[src/rtl/rr_arbiter8.sv]
// rr_arbiter8: eight-way round-robin arbiter with registered one-hot grant.
// Define RR_ARB_TIMEOUT_EN to enable forced release after MAX_HOLD cycles.
module rr_arbiter8 #(
   parameter int MAX_HOLD = 16
) (
   input  logic       clk,
   input  logic       rst,
   input  logic [7:0] req,
   output logic [7:0] gnt,
   output logic       gnt_vld,
   output logic       tmo
);

   typedef enum logic {IDLE, GRANT} state_t;

   state_t     state;
   logic [2:0] ptr;
   logic [2:0] widx;
   logic [2:0] pick;
   logic       hit;

   if (MAX_HOLD < 2 || MAX_HOLD > 256) begin : g_chk
      $error("rr_arbiter8: MAX_HOLD out of range");
   end

   // Lowest offset from ptr wins, so scan downward and let the last hit stick.
   always_comb begin
      pick = ptr;
      for (int k = 7; k >= 0; k--) begin
         if (req[ptr + 3'(k)]) pick = ptr + 3'(k);
      end
   end

`ifdef RR_ARB_TIMEOUT_EN
   logic [7:0] hold;

   assign hit = (hold == 8'(MAX_HOLD - 1));

   always_ff @(posedge clk or posedge rst) begin
      if (rst) begin
         hold <= '0;
      end else if (state == IDLE) begin
         hold <= '0;
      end else if (!hit) begin
         hold <= hold + 8'd1;
      end
   end
`else
   assign hit = 1'b0;
`endif

   always_ff @(posedge clk or posedge rst) begin
      if (rst) begin
         state   <= IDLE;
         gnt     <= '0;
         gnt_vld <= 1'b0;
         tmo     <= 1'b0;
         ptr     <= '0;
         widx    <= '0;
      end else begin
         tmo <= 1'b0;
         unique case (state)
            IDLE: begin
               if (|req) begin
                  gnt     <= 8'b1 << pick;
                  gnt_vld <= 1'b1;
                  widx    <= pick;
                  state   <= GRANT;
               end
            end
            GRANT: begin
               if (!req[widx] || hit) begin
                  gnt     <= '0;
                  gnt_vld <= 1'b0;
                  ptr     <= widx + 3'd1;
                  tmo     <= req[widx] & hit;
                  state   <= IDLE;
               end
            end
            default: state <= IDLE;
         endcase
      end
   end

endmodule

[config.mk]
export PLATFORM = sky130hd
export DESIGN_NAME = rr_arbiter8
export DESIGN_NICKNAME = d
export VERILOG_FILES = /design/src/rtl/rr_arbiter8.sv
export SDC_FILE = /design/constraint.sdc
export NUM_CORES = 1
export LEC_CHECK = 0
export BUFFER_PORTS_ARGS = -buffer_cell sky130_fd_sc_hd__buf_4
export CORE_MARGIN = 2
export CORE_UTILIZATION = 30
export CTS_CLUSTER_DIAMETER = 80
export DETAILED_ROUTE_END_ITERATION = 10
export PLACE_DENSITY = 0.48
export SYNTH_ARGS = -nofsm -noshare
export SYNTH_HDL_FRONTEND = slang
export SYNTH_SLANG_ARGS = --single-unit
[constraint.sdc]
create_clock -name clk -period 5.33 [get_ports clk]
set_clock_uncertainty 0.1 [all_clocks]
set_input_delay 0.2665 -clock clk [delete_from_list [all_inputs] [get_ports clk]]
set_output_delay 0.2665 -clock clk [all_outputs]
set_load 0.005 [all_outputs]
==> metrics.yaml, run 1 <==
status:
  status: "finished with violations"
  violations: "negative hold slack"
job:
  cap_viol_max_count: 0
clocking:
  cts_num_sinks: 16
  cts-buffers-inserted: 3
  root_buffer: "clkbuf_8"
  post-cts-setup-buffers: 0
  ctsResizeCount: 0
  cts_hold_buf: 0
  h-tree-depth: 1
  insertion_delay_ns: 0.24
  cts_tree: "built"
  path_clk_slew_ns: 0.06
  cts.path.max_buffers: 2
placement:
  io_buffer_count: 18
  pre_cts_ws_ns: 1.36
  gp_congestion: 0.845
  dp_hpwl_mm: 3.13
drt:
  num_vias: 1431
  wl_per_cell_um: 16.0
  routed_wl_mm: 4.07
  vias_per_cell: 5.63
  detail-route-antenna-nets: 0
  drt_first_iter_violations: 89
  dr.pass1.iters: 4
  drc: 0
synthesis:
  syn_avg_cell_area_um2: 9.96
  async_flop_share_pct: 100
  yosysMostFrequentCell: "dfrtp_1"
  synth_nets: 181
  synth.area.top_cells: "dfrtp_1, mux4_2, mux2i_1, mux2_2, nand2_1"
  syn_area_mm2: 0.00167
  synth_edf_count: 0
  ys_ff_latch: 16
  yosysSeqAreaShare_pct: 23.9
  yosysTopAreaCellShare_pct: 23.9
  yosys_warnings: 0
  syn_inst: 168
  synth.distinct_cells: 53
  ys_top_cells_by_count: "dfrtp_1, nand2_1, mux2i_1, inv_1, mux4_2"
  yosysTopAreaCell: "dfrtp_1"
  synthFlopType: "dfrtp_1"
final_layout:
  antennaDiodeCount: 0
  nets: 196
  fillers: 543
  syn_to_final_growth_pct: 12.9
  final-seq-area_um2: 400
  drive_gt1_share_pct: 26.4
  multi_input_area_mm2: 0.00116
  finish.utilization_pct: 34.8
setup_path:
  slowest_stage: "dfrtp_1"
  rrSetupSlack_ns: 1.36
  worst-endpoint-arrival_ns: 4.00
  path_cells: "inv_1 -> ha_1 -> mux4_2 -> o2111a_1 -> o41ai_2 -> a311oi_2 -> nor2_1 -> inv_1 -> a32o_1"
  criticalPathCategory: "flip-flop to flip-flop"
  reg2regPathDepth: 9
  path_max_fanout: 25
  cp_data_required_time_ns: 5.36
  max_stage_delay_ns: 0.93
  r2r-start: "ptr[0]"
  r2r-end: "gnt[0]"
  start_kind: "flip-flop"
  endpoint_kind: "flip-flop"
  crit_top_cell: "inv_1"
floorplan:
  die_w_um: 78.7
  core_mm2: 0.00544
  dieArea_mm2: 0.00619
  start_util_pct: 30.8
  pin_count: 20
  die_height_um: 78.7
  fp-row-count: 27
global_routing:
  grt_pass1_vias: 1461
  antenna_found_initial: 0
  grt_max_degree: 26
  grt-ovfl-total: 0
  grt_use_total_pct: 13.7
  grt_pass1_wl_mm: 6.95
pwr:
  cellLeakagePower_nw: 0.766
  irDropWorstVdd_uv: 340
  power-per-cell-area_mw_per_mm2: 755
timing:
  fmax_mhz: 252
  whs_ns: -0.0106
  slew_viol_final: 0
  rsz0062_at_grt: "no"
  hold_viol: 16
  finalSetupTns_ns: 0
  layout_setup_ws_ns: 1.36
  max-slew-margin-rel_pct: 40.1
  fin_crit_sh_pct: 74.4
  period_needed_ns: 3.97
  worstMarginPinSlew_ns: 0.899
  finalSetupViolations: 0
min_path:
  hp-class: "primary input to async pin"
-- sequential cells by signal (all words and copies together), names as in the netlist --
register / count
widx: 3
gnt: 8
gnt_vld: 1
ptr: 3
state: 1
-- report_power, final --
part	internal, W	switching [W]	leakage (nW)
combinational	0.000480	0.000601	0.533
sequential	0.000167	0.0000745	0.204
clock	0.0000654	0.0000400	0.0288
-- metal layers --
metal / vias up / GRT usage, % / routed length [µm]
met5: - / 0 / 0
met4: 0 / 3.51 / 87
met3: 6 / 2.16 / 151
met2: 35 / 23.9 / 2040
li1: 680 / - / -
met1: 710 / 17.6 / 1790
-- kinds of logic (layout without fill, tap and decap cells) --
| family | count (synthesis) | count (layout) | share of synthesized area [%] |
|---|---|---|---|
| buffers and inverters | 19 | 33 | 6.50 |
| multiplexers | 32 | 32 | 28.1 |
| XOR/XNOR | 3 | 3 | 2.02 |
| flip-flops | 16 | 16 | 23.9 |
| AO/OA/AOI/OAI | 50 | 50 | 22.9 |
| other | 1 | 1 | 0.224 |
| AND/OR/NAND/NOR | 44 | 44 | 14.1 |
| adder cells (fa/ha/maj) | 3 | 3 | 2.24 |
-- worst max-delay path by stage --
stage               endpoint  cells after the start    from  slack [ns]
floorplan             gnt[0]                     12  ptr[0]        2.26
global placement      gnt[0]                      9  ptr[0]        1.53
detailed placement    gnt[0]                      9  ptr[0]        1.36
CTS                   gnt[0]                      9  ptr[0]        1.36
global route          gnt[0]                      9  ptr[0]        1.09
finish                gnt[0]                      9  ptr[0]        1.36
-- layout make-up --
cell class                 instances  share of cell area, %
clock buffer                       4                   2.91
tap                               72                   4.77
multi-input combinational        133                   61.6
inverter                          10                   1.99
sequential                        16                   21.2
timing repair buffer              19                   7.54
-- cell usage in the layout, fill, tap and decap left out, types with 4 or more instances in the layout --
master / n
nor2_1: 7
clkbuf_8: 4
mux2i_1: 10
inv_1: 9
nand2b_1: 4
o21ai_0: 7
a21oi_1: 7
dfrtp_1: 16
mux4_2: 9
nand3_1: 4
mux2_2: 7
buf_4: 19
nand2_1: 15
-- critical path, delay by kind of cell (launching register included) --
| family | cells | cell delay, ns |
|---|---|---|
| AND/OR/NAND/NOR | 1 | 0.34 |
| adder cells (fa/ha/maj) | 1 | 0.59 |
| flip-flops | 1 | 0.93 |
| multiplexers | 1 | 0.61 |
| buffers and inverters | 2 | 0.29 |
| AO/OA/AOI/OAI | 4 | 0.99 |
-- per-stage QoR --
stage                     std cells  cell area (µm²)  power [W]  hold WS [ns]
after floorplan                 168             1670    0.00112        0.0802
after global placement          250             1840    0.00130         0.265
after detailed placement        250             1840    0.00132         0.276
after CTS                       254             1890    0.00143        0.0118
after global routing            254             1890    0.00156        0.0369
final                           254             1890    0.00143       -0.0106
No activity file was read; power rests on OpenSTA's default activity.
==> run 2: changes to the inputs <==
--- a/config.mk
+++ b/config.mk
@@ -5,12 +5,13 @@
 export SDC_FILE = /design/constraint.sdc
 export NUM_CORES = 1
 export LEC_CHECK = 0
+export ABC_AREA = 1
 export BUFFER_PORTS_ARGS = -buffer_cell sky130_fd_sc_hd__buf_4
 export CORE_MARGIN = 2
 export CORE_UTILIZATION = 30
 export CTS_CLUSTER_DIAMETER = 80
 export DETAILED_ROUTE_END_ITERATION = 10
-export PLACE_DENSITY = 0.48
+export PLACE_DENSITY = 0.5
 export SYNTH_ARGS = -nofsm -noshare
 export SYNTH_HDL_FRONTEND = slang
 export SYNTH_SLANG_ARGS = --single-unit
==> constraint.sdc (replaced) <==
create_clock -name clk -period 3.3 [get_ports clk]
set_clock_uncertainty 0.1 [all_clocks]
set_input_delay 0.165 -clock clk [delete_from_list [all_inputs] [get_ports clk]]
set_output_delay 0.165 -clock clk [all_outputs]
set_load 0.005 [all_outputs]
==> run 2 against run 1 <==
Effect of this change: the flow now finishes without violations; worst hold slack improved by 0.19 ns; sequential cell count unchanged; synthesized cell count increased by 34%.
==> metrics.yaml, run 2 <==
status:
  status: "completed"
timing:
  hold_viol: 0
  period_needed_ns: 2.73
  slew_viol_final: 0
  rsz0062_at_grt: "no"
  finalSetupTns_ns: 0
  max-slew-margin-rel_pct: 58.3
  worstMarginPinSlew_ns: 0.625
  finalSetupViolations: 0
  fmax_mhz: 367
  fin_crit_sh_pct: 82.6
final_layout:
  antennaDiodeCount: 0
  syn_to_final_growth_pct: 15.6
  drive_gt1_share_pct: 26.7
  nets: 257
  layout_commonest_cell: "nand2_1"
  final_cell_mix: "nand2_1, nand3_1, inv_1, buf_4"
  reg.largest.list: "gnt x8, ptr x3, widx x3"
  largest_reg_flops: 8
  fillers: 548
  top_register: "gnt"
floorplan:
  dieArea_mm2: 0.00552
  core_mm2: 0.00475
  pin_count: 20
  die_height_um: 74.3
  die_w_um: 74.3
  fp-row-count: 25
  start_util_pct: 31.2
synthesis:
  yosysTopAreaCellShare_pct: 27.0
  yosysMostFrequentCell: "nand2_1"
  synth.area.top_cells: "dfrtp_1, nand2_1, nand3_1, nand3_2, nand2_2"
  ys_top_cells_by_count: "nand2_1, nand3_1, inv_1, dfrtp_1, nand2_2"
  syn_avg_cell_area_um2: 6.60
  synth_edf_count: 0
  syn_inst: 225
  synth.distinct_cells: 28
  yosys_warnings: 0
  ys_ff_latch: 16
  async_flop_share_pct: 100
  yosysTopAreaCell: "dfrtp_1"
  synth_nets: 238
  synthFlopType: "dfrtp_1"
  yosysSeqAreaShare_pct: 27.0
  syn_area_mm2: 0.00148
clocking:
  ctsResizeCount: 0
  cts-buffers-inserted: 3
  post-cts-setup-buffers: 0
  cts_tree: "built"
  cts_hold_buf: 1
  insertion_delay_ns: 0.25
  path_clk_slew_ns: 0.06
  cts_num_sinks: 16
  h-tree-depth: 1
  cts.path.max_buffers: 2
  root_buffer: "clkbuf_8"
drt:
  num_vias: 1402
  routed_wl_mm: 3.69
  drc: 0
  detail-route-antenna-nets: 0
  wl_per_cell_um: 11.9
  vias_per_cell: 4.52
  dr.pass1.iters: 4
  drt_first_iter_violations: 58
min_path:
  hp-class: "primary input to flip-flop"
placement:
  io_buffer_count: 18
  gp_congestion: 0.878
  dp_hpwl_mm: 3.01
global_routing:
  grt_max_degree: 17
  grt_pass1_vias: 1416
  antenna_found_initial: 0
  grt_use_total_pct: 15.0
  grt-ovfl-total: 0
  grt_pass1_wl_mm: 6.56
setup_path:
  cp_data_required_time_ns: 3.39
  endpoint_kind: "flip-flop"
  rrSetupSlack_ns: 0.57
  worst-endpoint-arrival_ns: 2.81
  path_max_fanout: 12
  criticalPathCategory: "flip-flop to flip-flop"
  start_kind: "flip-flop"
job:
  cap_viol_max_count: 0
==> run 2: changes by cell type after synthesis, sizes merged, moves of 10 or more <==
cell | previous run | this run
mux2i | 11 | 0
mux4 | 10 | 0
mux2 | 11 | 0
nand3 | 4 | 40
inv | 9 | 30
nand2 | 15 | 89
==> run 2: logic make-up after synthesis <==
| kind of cell | Yosys count | share of synthesized area (%) |
|---|---|---|
| and+or+nand+nor | 142 | 47.6 |
| xor gates and xnor gates | 2 | 1.69 |
| buffers and inverters | 37 | 12.2 |
| adders and majority gates | 3 | 2.53 |
| AOI/OAI and AO/OA | 24 | 8.77 |
| DFF | 16 | 27.0 |
| other | 1 | 0.253 |
==> run 2: worst paths after layout <==
kind	startpoint	endpoint	cells past startpoint
max	ptr[0]	gnt[0]	18
min reg2reg	gnt[5]	gnt[5]	2
min	req[4]	state	3
max reg2reg	ptr[0]	gnt[0]	18
min in group asynchronous	rst	state	3
max in group asynchronous	rst	gnt[3]	3
==> run 2: layout make-up <==
type                       instances  area, µm²  share of cell area [%]
tap                               67       83.8                    4.89
sequential                        16        400                    23.3
inverter                          32        129                    7.51
timing repair buffer              19        145                    8.46
multi-input combinational        172        902                    52.6
clock buffer                       4       55.1                    3.21
==> run 2: layer usage <==
layer	part of all wire, %	vias up	global-route usage, %	wire length (µm)
li1	-	749	-	-
met1	49	621	21.5	1820
met2	47	28	25.5	1720
met3	3.4	4	0.949	125
met4	0.60	0	2.38	22
met5	0	-	0	0
==> run 2: worst max-delay path: stages (launching register included) <==
cell	delay, ns
dfrtp_1	0.56
inv_2	0.20
ha_1	0.48
inv_2	0.13
nand3_1	0.15
nand3_2	0.10
nand2_2	0.11
inv_2	0.03
nand2_1	0.05
nand2_1	0.04
nand2_1	0.06
nand2_1	0.06
nand2_2	0.09
nand2_2	0.06
nand2_1	0.07
nand2_2	0.07
nor2_2	0.14
nand3_1	0.09
nand2_1	0.08
==> run 2: through the flow <==
step / hold slack (ns) / instances / worst slack [ns] / instance area (µm²) / util [%]
detailed placement: 0.197 / 305 / 0.590 / 1650 / 34.7
finish: 0.175 / 310 / 0.573 / 1720 / 36.1
CTS: 0.175 / 310 / 0.579 / 1720 / 36.1
global placement: 0.191 / 305 / 0.633 / 1650 / 34.7
global route: 0.193 / 310 / 0.334 / 1720 / 36.1
floorplan: -0.0213 / 225 / 1.11 / 1480 / -
Power of run 2 is left out: the tool's default activity adds up to more than one toggle a clock period on the data nets, which glitch-free logic cannot reach.
==> run 3: changes to the inputs <==
==> constraint.sdc (replaced) <==
create_clock -name clk -period 2.37 [get_ports clk]
set_clock_uncertainty 0.1 [all_clocks]
set_input_delay 0.1185 -clock clk [delete_from_list [all_inputs] [get_ports clk]]
set_output_delay 0.1185 -clock clk [all_outputs]
set_load 0.005 [all_outputs]
==> run 3 against run 2 <==
Effect of this change: critical path depth down 4; fmax up 25%; sequential cell count unchanged; first-iteration DRC count down 19%; critical path type unchanged; largest cell class unchanged.
==> metrics.yaml, run 3 (synthesis gave the netlist of run 2 again) <==
final_layout:
  top_register: "gnt"
  finish.utilization_pct: 37.8
  largest_reg_flops: 8
  nets: 266
  layout_commonest_cell: "nand2_1"
  drive_gt1_share_pct: 29.9
  antennaDiodeCount: 0
  reg.largest.list: "gnt x8, ptr x3, widx x3"
  syn_to_final_growth_pct: 21.2
  final_cell_mix: "nand2_1, nand3_1, buf_4, inv_1"
  fin_cells: 318
timing:
  hold_viol: 0
  worstMarginPinSlew_ns: 0.634
  period_needed_ns: 2.18
  slew_viol_final: 0
  finalSetupViolations: 0
  whs_ns: 0.124
  fin_crit_sh_pct: 92.0
  finalSetupTns_ns: 0
  fmax_mhz: 459
  max-slew-margin-rel_pct: 57.7
min_path:
  hp-class: "primary input to flip-flop"
drt:
  drt_first_iter_violations: 47
  wl_met1_mm: 1.87
  detail-route-antenna-nets: 0
  wl_per_cell_um: 11.8
  wl_met3_um: 133
  wl_met2_mm: 1.72
  vias_per_cell: 4.60
  dr.pass1.iters: 5
  routed_wl_mm: 3.75
  drc: 0
  num_vias: 1464
  routed.top_layer: "met4"
floorplan:
  die_height_um: 74.3
  start_util_pct: 31.2
  pin_count: 20
  dieArea_mm2: 0.00552
  die_w_um: 74.3
  fp-row-count: 25
  core_mm2: 0.00475
setup_path:
  start_kind: "flip-flop"
  path_max_fanout: 6
  criticalPathCategory: "flip-flop to flip-flop"
  worst-endpoint-arrival_ns: 2.27
  rrSetupSlack_ns: 0.19
  cp_data_required_time_ns: 2.46
  endpoint_kind: "flip-flop"
clocking:
  cts.path.max_buffers: 2
  cts_tree: "built"
  cts-buffers-inserted: 3
  root_buffer: "clkbuf_8"
  h-tree-depth: 1
  path_clk_slew_ns: 0.07
  cts_num_sinks: 16
  insertion_delay_ns: 0.25
global_routing:
  grt_use_total_pct: 15.5
  grt_max_degree: 17
  antenna_found_initial: 0
  grt-ovfl-total: 0
  grt_pass1_wl_mm: 6.64
  grt_pass1_vias: 1450
placement:
  io_buffer_count: 18
  dp_hpwl_mm: 2.95
  gp_congestion: 0.832
  placed_cells: 311
job:
  cap_viol_max_count: 0
status:
  status: "completed"
==> run 3: cell types whose count changed in the layout (fill, tap and decap cells not counted), sizes merged <==
| cell | delta |
|---|---|
| buf | +9 |
| clkbuf | -1 |
==> run 3: path summary, 6_finish.rpt <==
check / cells after the start / endpoint / startpoint
max: 14 / gnt[1] / ptr[1]
min: 3 / state / req[4]
max reg2reg: 14 / gnt[1] / ptr[1]
min reg2reg: 2 / gnt_vld / gnt_vld
max in group asynchronous: 3 / gnt[7] / rst
min in group asynchronous: 3 / state / rst
==> run 3: worst max-delay path, stage by stage (launching register included) <==
cell	delay [ns]
dfrtp_1	0.44
buf_6	0.16
ha_1	0.20
xor2_2	0.21
buf_4	0.15
nand3_1	0.10
nand2_1	0.14
inv_1	0.06
nand2_2	0.08
nand2_2	0.05
nand2_1	0.06
nand2_2	0.08
nor2_2	0.13
nand3_1	0.07
nand2_1	0.08
==> run 3: repair_timing <==
| item | in CTS | in global routing |
|---|---|---|
| endpoints found under the setup margin | 0 | 9 |
| endpoints found under the hold margin | 16 | 0 |
| hold buffers | 1 | 0 |
| resized for setup | 0 | 7 |
| buffers inserted | 0 | 3 |
==> run 3: metrics by stage <==
step	cell area, µm²	worst slack [ns]
after detailed placement	1700	0.130
final	1800	0.190
after CTS	1750	0.106
after global placement	1700	0.129
after global routing	1800	-0.0111
after floorplan	1480	0.184
==> run 3: final cells by class <==
| type | instances | area, µm² |
|---|---|---|
| well taps | 67 | 83.8 |
| flip-flops and latches | 16 | 400 |
| repair buffers | 28 | 224 |
| fillers | 542 | 2960 |
| multi-input cells | 172 | 920 |
| inverters | 32 | 129 |
| clock buffers | 3 | 41.3 |
==> run 3: metal layers <==
| metal | GRT usage [%] | vias to the layer above |
|---|---|---|
| met3 | 2.17 | 4 |
| li1 | - | 769 |
| met5 | 0 | - |
| met4 | 4.56 | 0 |
| met2 | 25.9 | 25 |
| met1 | 20.9 | 666 |
Power of run 3 is left out for the same reason.
